$ cat src/rtl/ex_pkg.sv
// Shared types for the RV32I execute stage: ALU opcodes, operand selects,
// the EX/MEM register layout and the forwarding-mux helper.
package ex_pkg;

  typedef enum logic [3:0] {
    ALU_ADD   = 4'd0,
    ALU_SUB   = 4'd1,
    ALU_SLL   = 4'd2,
    ALU_SLT   = 4'd3,
    ALU_SLTU  = 4'd4,
    ALU_XOR   = 4'd5,
    ALU_SRL   = 4'd6,
    ALU_SRA   = 4'd7,
    ALU_OR    = 4'd8,
    ALU_AND   = 4'd9,
    ALU_PASSB = 4'd10
  } alu_op_e;

  localparam logic OPA_RS1 = 1'b0;
  localparam logic OPA_PC  = 1'b1;
  localparam logic OPB_RS2 = 1'b0;
  localparam logic OPB_IMM = 1'b1;

  typedef struct packed {
    logic        valid;
    logic        rd_wren;
    logic [4:0]  rd_addr;
    logic [31:0] alu_data;
    logic [31:0] store_data;
    logic [31:0] pc;
  } ex_mem_t;

  // MEM beats WB; x0 is never forwarded.
  function automatic logic [31:0] fwd_mux(
    input logic [4:0]  src_addr,
    input logic [31:0] rf_data,
    input logic [4:0]  mem_addr,
    input logic        mem_wren,
    input logic [31:0] mem_data,
    input logic [4:0]  wb_addr,
    input logic        wb_wren,
    input logic [31:0] wb_data
  );
    if (mem_wren && (mem_addr != 5'd0) && (mem_addr == src_addr)) return mem_data;
    if (wb_wren && (wb_addr != 5'd0) && (wb_addr == src_addr)) return wb_data;
    return rf_data;
  endfunction

endpackage

$ cat src/rtl/sll_32.sv
// 32-bit logical left barrel shifter, five binary-weighted levels.
module sll_32 (
  input  logic [31:0] a,
  input  logic [4:0]  shamt,
  output logic [31:0] y
);

  logic [31:0] stage [0:5];

  assign stage[0] = a;

  for (genvar gi = 0; gi < 5; gi++) begin : g_level
    localparam int S = 1 << gi;
    assign stage[gi+1] = shamt[gi] ? {stage[gi][31-S:0], {S{1'b0}}} : stage[gi];
  end

  assign y = stage[5];

endmodule

$ cat src/rtl/srl_32.sv
// 32-bit right barrel shifter; arith=1 fills with a[31] (SRA), else zeros (SRL).
module srl_32 (
  input  logic [31:0] a,
  input  logic [4:0]  shamt,
  input  logic        arith,
  output logic [31:0] y
);

  logic [31:0] stage [0:5];
  logic        fill;

  assign fill     = arith & a[31];
  assign stage[0] = a;

  for (genvar gi = 0; gi < 5; gi++) begin : g_level
    localparam int S = 1 << gi;
    assign stage[gi+1] = shamt[gi] ? {{S{fill}}, stage[gi][31:S]} : stage[gi];
  end

  assign y = stage[5];

endmodule

$ cat src/rtl/ex_stage.sv
// RV32I execute stage: operand forwarding, ALU and EX/MEM register.
// Define EX_FWD_EN to enable MEM/WB forwarding; otherwise the hazard unit must stall.
module ex_stage
  import ex_pkg::*;
#(
  parameter int XLEN = 32
) (
  input  logic            i_clk,
  input  logic            i_rst_n,
  input  logic            i_stall,
  input  logic            i_flush,
  input  logic            i_id_valid,
  input  logic [XLEN-1:0] i_pc,
  input  logic [XLEN-1:0] i_rs1_data,
  input  logic [XLEN-1:0] i_rs2_data,
  input  logic [XLEN-1:0] i_imm,
  input  logic [4:0]      i_rs1_addr,
  input  logic [4:0]      i_rs2_addr,
  input  logic [4:0]      i_rd_addr,
  input  logic [3:0]      i_alu_op,
  input  logic            i_opa_sel,
  input  logic            i_opb_sel,
  input  logic            i_rd_wren,
  input  logic [4:0]      i_mem_rd_addr,
  input  logic            i_mem_rd_wren,
  input  logic [XLEN-1:0] i_mem_alu_data,
  input  logic [4:0]      i_wb_rd_addr,
  input  logic            i_wb_rd_wren,
  input  logic [XLEN-1:0] i_wb_data,
  output logic            o_ex_valid,
  output logic [XLEN-1:0] o_alu_data,
  output logic [XLEN-1:0] o_store_data,
  output logic [4:0]      o_rd_addr,
  output logic            o_rd_wren,
  output logic [XLEN-1:0] o_pc
);

  logic [31:0] rs1_fwd;
  logic [31:0] rs2_fwd;
  logic [31:0] op_a;
  logic [31:0] op_b;
  logic [4:0]  shamt;
  logic [31:0] sll_y;
  logic [31:0] srl_y;
  logic [31:0] alu_y;
  ex_mem_t     ex_mem_reg;
  ex_mem_t     ex_mem_next;

`ifdef EX_FWD_EN
  assign rs1_fwd = fwd_mux(i_rs1_addr, i_rs1_data, i_mem_rd_addr, i_mem_rd_wren,
                           i_mem_alu_data, i_wb_rd_addr, i_wb_rd_wren, i_wb_data);
  assign rs2_fwd = fwd_mux(i_rs2_addr, i_rs2_data, i_mem_rd_addr, i_mem_rd_wren,
                           i_mem_alu_data, i_wb_rd_addr, i_wb_rd_wren, i_wb_data);
`else
  // Forwarding ports stay in the port list so both builds share one netlist shell.
  logic unused_fwd;
  assign unused_fwd = ^{i_rs1_addr, i_rs2_addr, i_mem_rd_addr, i_mem_rd_wren,
                        i_mem_alu_data, i_wb_rd_addr, i_wb_rd_wren, i_wb_data};
  assign rs1_fwd = i_rs1_data;
  assign rs2_fwd = i_rs2_data;
`endif

  assign op_a  = (i_opa_sel == OPA_PC)  ? i_pc  : rs1_fwd;
  assign op_b  = (i_opb_sel == OPB_IMM) ? i_imm : rs2_fwd;
  assign shamt = op_b[4:0];

  sll_32 u_sll (
    .a     (op_a),
    .shamt (shamt),
    .y     (sll_y)
  );

  srl_32 u_srl (
    .a     (op_a),
    .shamt (shamt),
    .arith (i_alu_op == ALU_SRA),
    .y     (srl_y)
  );

  always_comb begin
    alu_y = '0;
    case (alu_op_e'(i_alu_op))
      ALU_ADD:   alu_y = op_a + op_b;
      ALU_SUB:   alu_y = op_a - op_b;
      ALU_SLL:   alu_y = sll_y;
      ALU_SLT:   alu_y = {31'd0, $signed(op_a) < $signed(op_b)};
      ALU_SLTU:  alu_y = {31'd0, op_a < op_b};
      ALU_XOR:   alu_y = op_a ^ op_b;
      ALU_SRL:   alu_y = srl_y;
      ALU_SRA:   alu_y = srl_y;
      ALU_OR:    alu_y = op_a | op_b;
      ALU_AND:   alu_y = op_a & op_b;
      ALU_PASSB: alu_y = op_b;
      default:   alu_y = '0;
    endcase
  end

  // A flushed entry still captures its data fields; only valid/wren are squashed.
  always_comb begin
    ex_mem_next            = '0;
    ex_mem_next.valid      = i_id_valid & ~i_flush;
    ex_mem_next.rd_wren    = i_rd_wren & i_id_valid & ~i_flush;
    ex_mem_next.rd_addr    = i_rd_addr;
    ex_mem_next.alu_data   = alu_y;
    ex_mem_next.store_data = rs2_fwd;
    ex_mem_next.pc         = i_pc;
  end

  always_ff @(posedge i_clk) begin
    if (!i_rst_n) begin
      ex_mem_reg <= '0;
    end else if (i_flush || !i_stall) begin
      ex_mem_reg <= ex_mem_next;
    end
  end

  assign o_ex_valid   = ex_mem_reg.valid;
  assign o_rd_wren    = ex_mem_reg.rd_wren;
  assign o_rd_addr    = ex_mem_reg.rd_addr;
  assign o_alu_data   = ex_mem_reg.alu_data;
  assign o_store_data = ex_mem_reg.store_data;
  assign o_pc         = ex_mem_reg.pc;

endmodule

$ cat config.mk
export PLATFORM = sky130hd
export DESIGN_NAME = ex_stage
export DESIGN_NICKNAME = d
export VERILOG_FILES = /design/src/rtl/ex_pkg.sv /design/src/rtl/sll_32.sv /design/src/rtl/srl_32.sv /design/src/rtl/ex_stage.sv
export SDC_FILE = /design/constraint.sdc
export NUM_CORES = 1
export LEC_CHECK = 0
export CAP_MARGIN = 15
export CELL_PAD_IN_SITES_DETAIL_PLACEMENT = 1
export CELL_PAD_IN_SITES_GLOBAL_PLACEMENT = 1
export CORE_MARGIN = 3
export CORE_UTILIZATION = 35
export CTS_BUF_LIST = sky130_fd_sc_hd__clkbuf_16
export DETAILED_ROUTE_END_ITERATION = 10
export PLACE_DENSITY = 0.86
export SYNTH_ARGS = -nofsm -noshare
export SYNTH_HDL_FRONTEND = slang
export SYNTH_HIERARCHICAL = 1
export SYNTH_SLANG_ARGS = --single-unit
$ cat constraint.sdc
create_clock -name i_clk -period 5.42 [get_ports i_clk]
set_clock_uncertainty 0.15 [all_clocks]
set_input_delay 1.084 -clock i_clk [delete_from_list [all_inputs] [get_ports i_clk]]
set_output_delay 1.084 -clock i_clk [all_outputs]
set_load 0.02 [all_outputs]
==> flow_metrics.py <==
metrics = {
    "status": {
        "status": "completed",
    },
    "pwr": {
        "power_density_nw_per_um2": 213,
        "leakagePower_nw": 7.13,
        "finalPower_mw": 3.74,
        "max-vdd-ir-drop_uv": 257,
    },
    "clocking": {
        "cts_resized": 0,
        "numClockSinks": 103,
        "clkLatencyLatePin_ps": 410,
        "cts_setup_buffers": 0,
        "numCtsBuffers": 9,
        "clock_path_buffers": 2,
        "tritoncts": "built",
        "ctsHtreeMaxLevel": 3,
        "clockRootBuffer": "clkbuf_16",
        "clk_pin_slew_ps": 90,
        "cts_hold_buf": 0,
    },
    "synthesis": {
        "ys_warn_count": 6,
        "synth-edff-count": 0,
        "async_flop_share_pct": 0,
        "syn_area_per_cell_um2": 7.96,
        "ys.flop_type": "dfxtp_1",
        "synth_fp_nets": 2069,
        "synthCells": 1740,
        "ys_ff_latch": 103,
        "yosysSeqAreaShare_pct": 14.9,
        "mappedNetlistArea_um2": 13900,
        "synth_cell_types": 95,
    },
    "grt": {
        "track_usage_pct": 33.5,
        "grt_pass1_vias": 16700,
        "grt_max_degree": 82,
        "overflow": 0,
        "antenna_found_initial": 2,
        "grt_pass1_wl_mm": 106,
    },
    "sta": {
        "report.final.hold_viol_count": 0,
        "timing.slew.headroom_pct": 31.4,
        "max_freq_mhz": 199,
        "slew_viol_final": 0,
        "grt_setup_unrepaired": "false",
        "setup_violations": 0,
        "period_minus_slack_ps": 5030,
        "hold_slack_ps": 321,
        "setup_tns_ps": 0,
        "worstMarginPinSlew_ps": 1030,
        "finalCritPeriodShare_pct": 92.9,
        "final.setup.worst_slack_ps": 386,
    },
    "worst_setup_path": {
        "required_ps": 5580,
        "cpPeakStageDelay_ps": 590,
        "crit_fanout": 17,
        "end_kind": "flip-flop",
        "critPathKind": "input port to flip-flop",
        "path_cells": "buf_2 -> buf_12 -> mux2i_1 -> ha_1 -> or3_1 -> or4b_1 -> a211oi_2 -> nor2_1 -> a311oi_2 -> nor2_2 -> a21oi_2 -> xnor2_1 -> a221o_1",
        "critPathTopFamily": "simple AND/OR/NAND/NOR gates",
        "reg2reg_depth": 5,
        "start_kind": "input port",
        "cp_slowest_cell": "or4b_1",
        "path_buf_inv": 2,
        "arrival_ps": 5190,
        "cp.depth": 13,
    },
    "routing": {
        "drt-pass1-iter-count": 6,
        "via_count": 16300,
        "ant_nets": 0,
        "wirelength_mm": 72.5,
        "viasPerCell": 6.51,
        "drt_iter0_drc": 1847,
        "post_drt_wl_per_cell_um": 29.0,
        "drc": 0,
    },
    "die": {
        "die_x_um": 205,
        "core_region_area_um2": 38900,
        "die_y_um": 205,
        "die_area_um2": 42000,
        "initial_core_util_pct": 35.6,
        "floorplan.io_pins": 334,
        "row_count": 72,
    },
    "placement": {
        "gp_congestion": 1.03,
        "pre_cts_slack_ps": 105,
        "dp.cells": 2486,
        "port_buffers": 247,
        "dp_hpwl_mm": 55.0,
    },
    "final_layout": {
        "multi_input_area_um2": 10800,
        "final_net_count": 2308,
        "fillers": 4639,
        "regArea_um2": 2060,
        "stdcell_count": 2503,
        "final_layout_size_suffix_gt1_share_pct": 13.9,
        "area_growth_pct": 27.1,
    },
    "flow_run": {
        "drv_cap": 0,
    },
    "min_path": {
        "hold_path_depth": 2,
        "hold_class": "flip-flop to flip-flop",
    },
}
[cells by family (layout without fill, tap and decap cells)]
| logic type | Yosys count | after routing | share of synthesized area (%) |
|---|---|---|---|
| AO/OA/AOI/OAI | 555 | 555 | 28.7 |
| AND/OR/NAND/NOR | 522 | 522 | 17.2 |
| buffers and inverters | 243 | 487 | 7.57 |
| multiplexers | 198 | 198 | 21.4 |
| flip-flops | 103 | 103 | 14.9 |
| adder cells (fa/ha/maj) | 98 | 98 | 8.96 |
| XOR/XNOR | 21 | 21 | 1.33 |
| other | 0 | 1 | 0 |
[layout make-up]
| type | instances | share of cell area [%] |
|---|---|---|
| Tap cell | 518 | 3.68 |
| Antenna cell | 1 | 0.0142 |
| Clock buffer | 9 | 1.28 |
| Clock inverter | 7 | 0.504 |
| Multi-Input combinational cell | 1394 | 61.2 |
| Timing Repair Buffer | 367 | 19.4 |
| Sequential cell | 103 | 11.7 |
| Inverter | 104 | 2.23 |
[stage by stage]
step | area, um2 | utilization, %
2_1_floorplan | 13900 | -
3_5_place_dp | 17300 | 44.4
6_report | 17600 | 45.3
5_1_grt | 17600 | 45.3
4_1_cts | 17600 | 45.2
3_3_place_gp | 17300 | 44.4
[power by group]
| group | switching (mW) | internal, mW | leakage (nW) |
|---|---|---|---|
| combinational | 1.29 | 0.856 | 6.13 |
| clock | 0.423 | 0.337 | 0.153 |
| sequential | 0.0320 | 0.805 | 0.849 |
| total | 1.75 | 2.00 | 7.13 |
[cells in the mapped netlist (11+ instances only)]
master | instances | share of area [%]
a211oi_1 | 21 | 1.1
a21boi_0 | 74 | 4.0
a21o_1 | 18 | 0.98
a21oi_1 | 120 | 4.3
a221o_1 | 15 | 1.1
a221oi_1 | 30 | 1.9
a222oi_1 | 23 | 1.7
a22oi_1 | 29 | 1.6
a31oi_1 | 11 | 0.50
and2_1 | 11 | 0.50
buf_1 | 17 | 0.46
buf_2 | 16 | 0.58
clkbuf_1 | 88 | 2.4
dfxtp_1 | 103 | 15
ha_1 | 96 | 8.7
inv_1 | 100 | 2.7
mux2_2 | 37 | 3.0
mux2i_1 | 89 | 6.4
mux4_2 | 63 | 10
nand2_1 | 221 | 6.0
nand2b_1 | 17 | 0.77
nand3_1 | 35 | 1.3
nor2_1 | 121 | 3.3
nor2b_1 | 28 | 1.3
nor3_1 | 28 | 1.0
o211ai_1 | 20 | 1.1
o21ai_0 | 61 | 2.2
o21bai_1 | 13 | 0.70
o22ai_1 | 14 | 0.63
o31ai_1 | 19 | 1.0
xnor2_1 | 17 | 1.1
[worst reg2reg max path, stage by stage (launching register included)]
cell and delay [ps]:
dfxtp_1 350, and2_1 170, a221oi_1 210, nand3_1 160
o221ai_1 180, o21ba_2 170
[registers in the layout, summed over array words and instances (netlist names)]
name	count
o_alu_data	32
o_ex_valid	1
o_pc	32
o_rd_addr	5
o_rd_wren	1
o_store_data	32
[per-layer routing]
layer  wire length [um]  global-route usage (%)  vias up  share of wire [%]
met1              28200                    41.7     8073                 39
met3               7520                    8.98      193                 10
met5                  0                       0        -                  0
met4               3650                    16.3        0                5.0
met2              33100                    53.5     1037                 46
li1                   -                       -     6982                  -
[final timing paths]
check / start / slack (ps) / endpoint
min: o_alu_data[8]$_SDFFE_PN0P_ / 320 / o_alu_data[8]$_SDFFE_PN0P_
max reg2reg: o_alu_data[22]$_SDFFE_PN0P_ / 3930 / o_alu_data[22]$_SDFFE_PN0P_
min reg2reg: o_alu_data[8]$_SDFFE_PN0P_ / 320 / o_alu_data[8]$_SDFFE_PN0P_
max: i_opa_sel / 390 / o_alu_data[21]$_SDFFE_PN0P_
[cells in the final DEF, fill, tap and decap left out, drive strengths merged, types with 29 or more instances in the layout]
master	synthesis	final
ha	96	96
inv	101	106
a21boi	75	75
dfxtp	103	103
mux4	72	72
nand3	35	35
buf	50	124
a21oi	122	122
o21ai	67	67
clkdlybuf4s50	0	243
a22oi	29	29
mux2i	89	89
a221oi	31	31
nor2	122	122
mux2	37	37
nand2	221	221
Note: power is estimated with default switching activity, not from simulation.
